File: src/rtl/mat_out_serializer.sv
// mat_out_serializer
//   Takes the 16-bit result stream from the MAT engine (one word per clock
//   while mat_ready is high) and stores it in a small FIFO. Each word is sent
//   out as two bytes, high byte first, over a valid/ack byte interface.
//   A sticky overflow flag is set if a word arrives while the FIFO is full.
//   frame_done pulses for one cycle once a burst has ended and fully drained.
//
//   Optional feature macro: MAT_SER_CHECKSUM_EN
//     When defined, an 8-bit XOR of every acked byte in the frame is sent as
//     one extra byte after the frame drains. frame_done pulses when that
//     checksum byte is acked.
//
// Ports
//   clock       sole clock, rising edge
//   reset       asynchronous, active-high reset
//   mat_out     result word from MAT, sampled when mat_ready=1
//   mat_ready   MAT output-valid level
//   byte_out    byte presented to the consumer (registered)
//   byte_valid  byte_out valid (registered)
//   byte_ack    consumer takes byte_out on an edge where byte_valid=1
//   fifo_count  words currently stored, 0..DEPTH
//   overflow    sticky, set when a word is dropped because the FIFO is full
//   frame_done  one-cycle pulse after the end of a burst has drained
module mat_out_serializer #(
  parameter int DEPTH  = 16,
  parameter int ADDR_W = 4
) (
  input  logic              clock,
  input  logic              reset,
  input  logic [15:0]       mat_out,
  input  logic              mat_ready,
  output logic [7:0]        byte_out,
  output logic              byte_valid,
  input  logic              byte_ack,
  output logic [ADDR_W:0]   fifo_count,
  output logic              overflow,
  output logic              frame_done
);

  localparam logic [ADDR_W:0] FULL = (ADDR_W+1)'(DEPTH);
  localparam logic [ADDR_W:0] ONE  = (ADDR_W+1)'(1);

`ifdef MAT_SER_CHECKSUM_EN
  typedef enum logic [1:0] {IDLE, HI, LO, CSUM} state_t;
  logic [7:0] csum;
`else
  typedef enum logic [1:0] {IDLE, HI, LO} state_t;
`endif

  state_t            state;
  logic [15:0]       mem [DEPTH];
  logic [ADDR_W-1:0] wr_ptr;
  logic [ADDR_W-1:0] rd_ptr;
  logic [ADDR_W-1:0] rd_ptr_inc;
  logic [ADDR_W:0]   count;
  logic [15:0]       head;
  logic [15:0]       next_head;
  logic              pop;
  logic              push_ok;
  logic              done_cond;
  logic              mat_ready_d;
  logic              pending;

  assign fifo_count = count;
  assign head       = mem[rd_ptr];
  assign rd_ptr_inc = rd_ptr + 1'b1;

  // The word is released when its low byte is acked.
  assign pop     = (state == LO) && byte_ack;
  // A full FIFO still accepts a word if a slot frees on the same edge.
  assign push_ok = mat_ready && ((count != FULL) || pop);

  // When the last stored word is popped while a new one is pushed, the new
  // word has not reached the array yet, so forward it straight from mat_out.
  assign next_head = (count == ONE) ? mat_out : mem[rd_ptr_inc];

  assign done_cond = pending && !mat_ready && (state == IDLE) && (count == '0);

  // Storage array: no reset so it maps onto plain RAM.
  always_ff @(posedge clock) begin
    if (push_ok) mem[wr_ptr] <= mat_out;
  end

  // FIFO pointers, occupancy and overflow flag.
  always_ff @(posedge clock or posedge reset) begin
    if (reset) begin
      wr_ptr   <= '0;
      rd_ptr   <= '0;
      count    <= '0;
      overflow <= 1'b0;
    end else begin
      if (push_ok) wr_ptr <= wr_ptr + 1'b1;
      if (pop)     rd_ptr <= rd_ptr_inc;
      case ({push_ok, pop})
        2'b10:   count <= count + ONE;
        2'b01:   count <= count - ONE;
        default: count <= count;
      endcase
      if (mat_ready && !push_ok) overflow <= 1'b1;
    end
  end

  // Byte serializer FSM plus frame tracking.
  always_ff @(posedge clock or posedge reset) begin
    if (reset) begin
      state       <= IDLE;
      byte_out    <= '0;
      byte_valid  <= 1'b0;
      frame_done  <= 1'b0;
      pending     <= 1'b0;
      mat_ready_d <= 1'b0;
`ifdef MAT_SER_CHECKSUM_EN
      csum        <= '0;
`endif
    end else begin
      mat_ready_d <= mat_ready;
      frame_done  <= 1'b0;
`ifndef MAT_SER_CHECKSUM_EN
      if (done_cond) begin
        frame_done <= 1'b1;
        pending    <= 1'b0;
      end
`endif
      case (state)
        IDLE: begin
          byte_valid <= 1'b0;
          if (count != '0) begin
            state      <= HI;
            byte_out   <= head[15:8];
            byte_valid <= 1'b1;
          end
`ifdef MAT_SER_CHECKSUM_EN
          else if (done_cond) begin
            state      <= CSUM;
            byte_out   <= csum;
            byte_valid <= 1'b1;
          end
`endif
        end
        HI: begin
          if (byte_ack) begin
            state    <= LO;
            byte_out <= head[7:0];
`ifdef MAT_SER_CHECKSUM_EN
            csum     <= csum ^ byte_out;
`endif
          end
        end
        LO: begin
          if (byte_ack) begin
`ifdef MAT_SER_CHECKSUM_EN
            csum <= csum ^ byte_out;
`endif
            // Words remain after this pop (or one arrives on this edge).
            if ((count > ONE) || push_ok) begin
              state    <= HI;
              byte_out <= next_head[15:8];
            end else begin
              state      <= IDLE;
              byte_valid <= 1'b0;
            end
          end
        end
`ifdef MAT_SER_CHECKSUM_EN
        CSUM: begin
          if (byte_ack) begin
            state      <= IDLE;
            byte_valid <= 1'b0;
            frame_done <= 1'b1;
            csum       <= '0;
            pending    <= 1'b0;
          end
        end
`endif
        default: begin
          state      <= IDLE;
          byte_valid <= 1'b0;
        end
      endcase
      // A new end-of-burst wins over a clear on the same edge.
      if (mat_ready_d && !mat_ready) pending <= 1'b1;
    end
  end

endmodule

File: config.mk
export PLATFORM = sky130hd
export DESIGN_NAME = mat_out_serializer
export DESIGN_NICKNAME = d
export VERILOG_FILES = /design/src/rtl/mat_out_serializer.sv
export SDC_FILE = /design/constraint.sdc
export NUM_CORES = 1
export LEC_CHECK = 0
export ABC_AREA = 1
export BUFFER_PORTS_ARGS = -buffer_cell sky130_fd_sc_hd__buf_2
export CORE_ASPECT_RATIO = 0.5
export CORE_UTILIZATION = 55
export DETAILED_ROUTE_END_ITERATION = 8
export PLACE_DENSITY = 0.72
export SLEW_MARGIN = 20
export SYNTH_ARGS = -nofsm -noshare
export SYNTH_HDL_FRONTEND = slang
export SYNTH_SLANG_ARGS = --single-unit
File: constraint.sdc
create_clock -name clock -period 4.5 [get_ports clock]
set_input_delay 0.45 -clock clock [delete_from_list [all_inputs] [get_ports clock]]
set_output_delay 0.45 -clock clock [all_outputs]
set_load 0.1 [all_outputs]
* Word-level counts from Yosys, hierarchy flattened
Memory sizes are Yosys's and may differ from the RTL's.
Index checks and enable logic that the tools add are counted.
** Cells by class
- Add/subtract/negate cells :: 4
- Order comparisons :: 1
- Eq/ne operators :: 11
- Muxes and demuxes :: 21
- Bitwise gates (word level) :: 1
- Reductions and logical operators :: 20
** Operator list (count)
- two-way mux 8 bit :: 4
- one-hot mux 8 bit (3 select lines) :: 1
- two-way mux 16 bit :: 1
- one-hot mux 5 bit (2 select lines) :: 1
- two-way mux 1 bit :: 9
- adder 4 x 1 -> 4 bit, second input constant :: 2
- logical AND 1 bit :: 7
- two-way mux 2 bit :: 3
- inequality test 2 bit, second input constant :: 3
- one-hot mux 2 bit (3 select lines) :: 1
- AND reduction 3 bit :: 2
- adder 5 x 1 -> 5 bit, second input constant :: 1
- equality test 5 x 1 -> 1 bit, second input constant :: 1
- > comparator 5 x 1 -> 1 bit, second input constant :: 1
- zero test 5 bit :: 1
- inequality test 5 bit, second input constant :: 1
- AND reduction 5 bit :: 1
- nonzero test 5 bit :: 1
- subtractor 5 x 1 -> 5 bit, second input constant :: 1
- equality test 2 x 1 -> 1 bit, second input constant :: 2
- equality test 2 bit, second input constant :: 2
- inequality test 2 x 1 -> 1 bit, second input constant :: 2
- nonzero test 2 bit :: 2
- one-hot mux 1 bit (3 select lines) :: 1
- other kinds (5) :: 7
** Storage, ports and cells
- Flip-flop bits (word level) :: 28
- RAM bits :: 256
- Input bits :: 20
- Output and inout bits :: 16
- Memories kept :: 1
** Memories
- mem :: words 16, width 16, read ports 2, clocked after memory_dff 0, write ports 1, RTL line 51 : logic [15:0] mem [DEPTH];

* Longest topological paths before layout
- Word-level depth :: 8
- Mapped depth :: 12

* Worst setup path before layout
No wires, ideal clock.
- Path kind :: register -> register
- From :: reg count[0] (netlist: fifo_count[0])
- To :: mem mem[11][0] (enable)
- Setup time :: 0.388 ns
- Data arrival time :: 2.629 ns
- Slack :: 1.482 ns
- Cell stages (with the launch flop) :: 8
- Path buffers :: 0
- Clock period less this slack :: 3.018 ns
- Cells stage by stage :: dfrtp_1 -> inv_1 -> ha_1 -> nand2_1 -> o21ai_2 -> inv_1 -> nand2_1 -> nor2_1
** On the way
- Longest elaborated chain between the ends :: 5
** RTL lines
- start, declared :: RTL line 55 : logic [ADDR_W:0] count;
- start signal, assigned :: RTL line 95 : 2'b10: count <= count + ONE;
- start signal, assigned :: RTL line 96 : 2'b01: count <= count - ONE;
- start signal, assigned :: RTL line 97 : default: count <= count;
- inequality test 5 bit :: RTL line 71 : assign push_ok = mat_ready && ((count != FULL) || pop);
- logical OR 1 bit :: RTL line 71
- logical AND 1 bit :: RTL line 71
- two-way mux 1 bit :: RTL line 81 : if (push_ok) mem[wr_ptr] <= mat_out;
- two-way mux 1 bit (implied by the code) :: RTL line 81
- end, declared :: RTL line 51
No other way between the ends.

* Worst setup path after layout
- From :: reg state[0]
- To :: mem mem[9][0] (enable)
** On the way
- Longest elaborated chain between the ends :: 6
** RTL lines
- start, declared :: RTL line 50 : state_t state;
- start signal, assigned :: RTL line 106 : state <= IDLE;
- start signal, assigned :: RTL line 128 : state <= HI;
- start signal, assigned :: RTL line 142 : state <= LO;
- equality test 2 bit :: RTL line 69 : assign pop = (state == LO) && byte_ack;
- logical AND 1 bit :: RTL line 69
- logical OR 1 bit :: RTL line 71
- logical AND 1 bit :: RTL line 71
- two-way mux 1 bit :: RTL line 81
- two-way mux 1 bit (implied by the code) :: RTL line 81
No other way between the ends.

==> flow_summary_export.csv <==
group,metric,value,unit
global_route,grt_pass1_wl,55.3,mm
setup_path,critical_path.max_fanout,16,
clock_network,htree_levels,1,
clock_network,clock_sinks,284,
timing,rsz0062_at_grt,"no",
placement,place_inst,1706,
floorplan,fp.coreArea,0.0241,mm²
setup_path,cp_slowest_cell,"nor2_2",
cells_and_area,layout.cells.most_common,"nand2_1",
cells_and_area,area_growth,8.95,%
placement,dp_slack,1.17,ns
global_route,antenna_found_initial,0,
placement,dp_hpwl,21.8,mm
run_status,status,"completed",
global_route,grt_pass1_vias,9673,
synthesis,syn_avg_cell_area,9.76,µm²
timing,worst_clock_skew,0.0149,ns
setup_path,r2r_slack,1.18,ns
drt,wirelength,36.2,mm
hold_path,holdPathEnd,"mat_ready_d$_DFF_PP0_",
timing,slew_viol_final,0,
clock_network,path_clk_slew,0.07,ns
setup_path,worstPathCellList,"inv_1, ha_1, nand2_1, nand2_1, o21ai_2, inv_1, nand2_1, nor2_2",
floorplan,floorplan.die.width,225,µm
setup_path,r2r-start,"state[0]$_DFFE_PP0P_",
cells_and_area,diodes,0,
timing,final_hold_viol_count,0,
drt,drtIter0Drc,1229,
synthesis,ys_ff_latch,284,
setup_path,cpPeakStageDelay,0.87,ns
cells_and_area,nets,1434,
floorplan,rows,40,
global_route,grt_util_met3,0.0753,
setup_path,worstRegToRegCells,8,
clock_network,cts_root_buf,"clkbuf_16",
cells_and_area,layout_common_cells,"nand2_1 (375), edfxtp_1 (256), nand3_1 (214)",
drt,drc,0,
global_route,grt_use_met1,0.406,
floorplan,design.die.area,0.0254,mm²
floorplan,pin_count,36,
global_route,grt_max_degree,91,
setup_path,crit_type,"flop to flop",
timing,fin_ws,1.18,ns
global_route,grt_remaining_overflow,0,
synthesis,syn_area,0.0136,mm²
run,cap_violations,0,
cells_and_area,instances_no_fill,1754,
setup_path,rr_endpoint,"mem[9][0]$_DFFE_PP_",
global_route,gr-usage-met2,0.455,
floorplan,start_util,0.565,
hold_path,worstHoldStart,"mat_ready",
clock_network,clock_latency,0.55,ns
clock_network,clock_path_buffers,3,
power,p_leak,0.00612,µW
clock_network,cts_tree,"done",
placement,place_congestion,0.951,
cells_and_area,drive_gt1_frac,0.0825,
synthesis,yosysUniqueCellTypes,31,
setup_path,cp-start-kind,"flop",
timing,clock.fmax,0.301,GHz
timing,period_share,0.737,
global_route,grt_util_all_layers,0.291,
clock_network,post_cts_buffers,0,
synthesis,yosysSeqAreaShare,0.616,
timing,setup_tns,0,ns
clock_network,numCtsBuffers,26,
placement,io_buffers,35,
synthesis,yosys_warnings,0,
setup_path,worstPathArrival,3.49,ns
drt,via_per_inst,5.77,
floorplan,die_y,113,µm
power,ir_worst_vdd,0.483,mV
setup_path,end_kind,"flop",
drt,detail-route-antenna-nets,0,
timing,relSlewSlack,0.266,
power,power.density,716,mW/mm²
global_route,top_usage_layer,"met2",
timing,period_minus_slack,3.32,ns
cells_and_area,fin_util,0.615,
timing,tightest_slew,1.10,ns
hold_path,hold_path.class,"primary input to flop",
drt,num_vias,10120,
drt,wl_per_cell,20.6,µm
synthesis,synthCells,1396,
timing,setup_viol_count_final,0,
drt,firstDrtPassIters,8,
synthesis,synth_nets,1431,
setup_path,crit_required,4.67,ns
hold_path,hold_depth,1,
setup_path,worst_path_most_repeated_cell,"nand2_1",
## metrics by stage
step                      power (µW)  hold WS [ns]  cell area (µm²)
after floorplan                 7040         0.481            13600
after global placement          8230         0.441            14000
after detailed placement        8320         0.451            14000
after CTS                      10500        0.0860            14800
after global routing           11200        0.0902            14800
final                          10600        0.0993            14800
## cells by family after synthesis
| group | count (synthesis) | synth area share |
|---|---|---|
| flops | 284 | 0.616 |
| buf+inv | 282 | 0.0875 |
| compound gates | 187 | 0.0831 |
| xor+xnor | 11 | 0.00900 |
| simple gates | 617 | 0.191 |
| fa+ha+maj | 15 | 0.0138 |
## synth_stat cells (all sizes together)
master / instances / area (µm²)
a21o: 1 / 7.51
a21oi: 34 / 170
buf: 58 / 349
clkbuf: 21 / 78.8
clkinv: 1 / 5.00
dfrtp: 28 / 701
edfxtp: 256 / 7690
ha: 15 / 188
inv: 202 / 758
nand2: 376 / 1410
nand3: 214 / 1070
nand4: 2 / 12.5
nor2: 22 / 85.1
nor3: 2 / 10.0
o211ai: 73 / 548
o21ai: 76 / 384
o22ai: 1 / 6.26
o31ai: 2 / 15.0
or2: 1 / 6.26
xnor2: 3 / 45.1
xor2: 8 / 77.6
## critical path, delay by kind of cell, from the launching register on
family | cells | cell delay, ns
DFF | 1 | 0.43
AOI/OAI and AO/OA | 1 | 0.14
buffers and inverters | 2 | 0.28
and+or+nand+nor | 4 | 1.57
adders and majority gates | 1 | 0.52
## how the worst max path moves through the flow
stage	from	end	slack [ns]
floorplan	fifo_count[0]$_DFFE_PP0P_	mem[11][0]$_DFFE_PP_	1.48
global placement	state[0]$_DFFE_PP0P_	mem[12][2]$_DFFE_PP_	1.33
detailed placement	state[0]$_DFFE_PP0P_	mem[13][2]$_DFFE_PP_	1.17
CTS	state[0]$_DFFE_PP0P_	mem[13][6]$_DFFE_PP_	1.18
global route	state[0]$_DFFE_PP0P_	mem[9][13]$_DFFE_PP_	1.04
finish	state[0]$_DFFE_PP0P_	mem[9][0]$_DFFE_PP_	1.18
## repair_timing
| item | in CTS | in global routing |
|---|---|---|
| endpoints found under the hold margin | 28 | 0 |
| hold buffers | 1 | 0 |
| resized for setup | 0 | 0 |
| setup endpoints to repair | 0 | 0 |
## power by group
part / switching (µW) / internal, µW
Combinational: 3640 / 1270
Clock: 972 / 1220
Sequential: 278 / 3230
Total: 4890 / 5730
## flip-flops by register name, summed over array words and instances (netlist names)
register and count:
mat_ready_d 1, wr_ptr 4, pending 1, byte_out 8
byte_valid 1, frame_done 1, rd_ptr 4, fifo_count 5
overflow 1, mem 256, state 2
## area by class of cell
class	count	area, µm²
inverters	203	764
repair buffers	54	320
flip-flops and latches	284	8390
clock inverters	8	105
clock buffers	39	719
fillers	1982	9290
well taps	336	420
multi-input cells	830	4120
## metal layers
layer  vias to the layer above  part of all wire
li1                       4698                 -
met1                      4815              0.42
met2                       541              0.45
met3                        66              0.11
met4                         0             0.025
met5                         -                 0
Power figures use the tool's default switching activity.
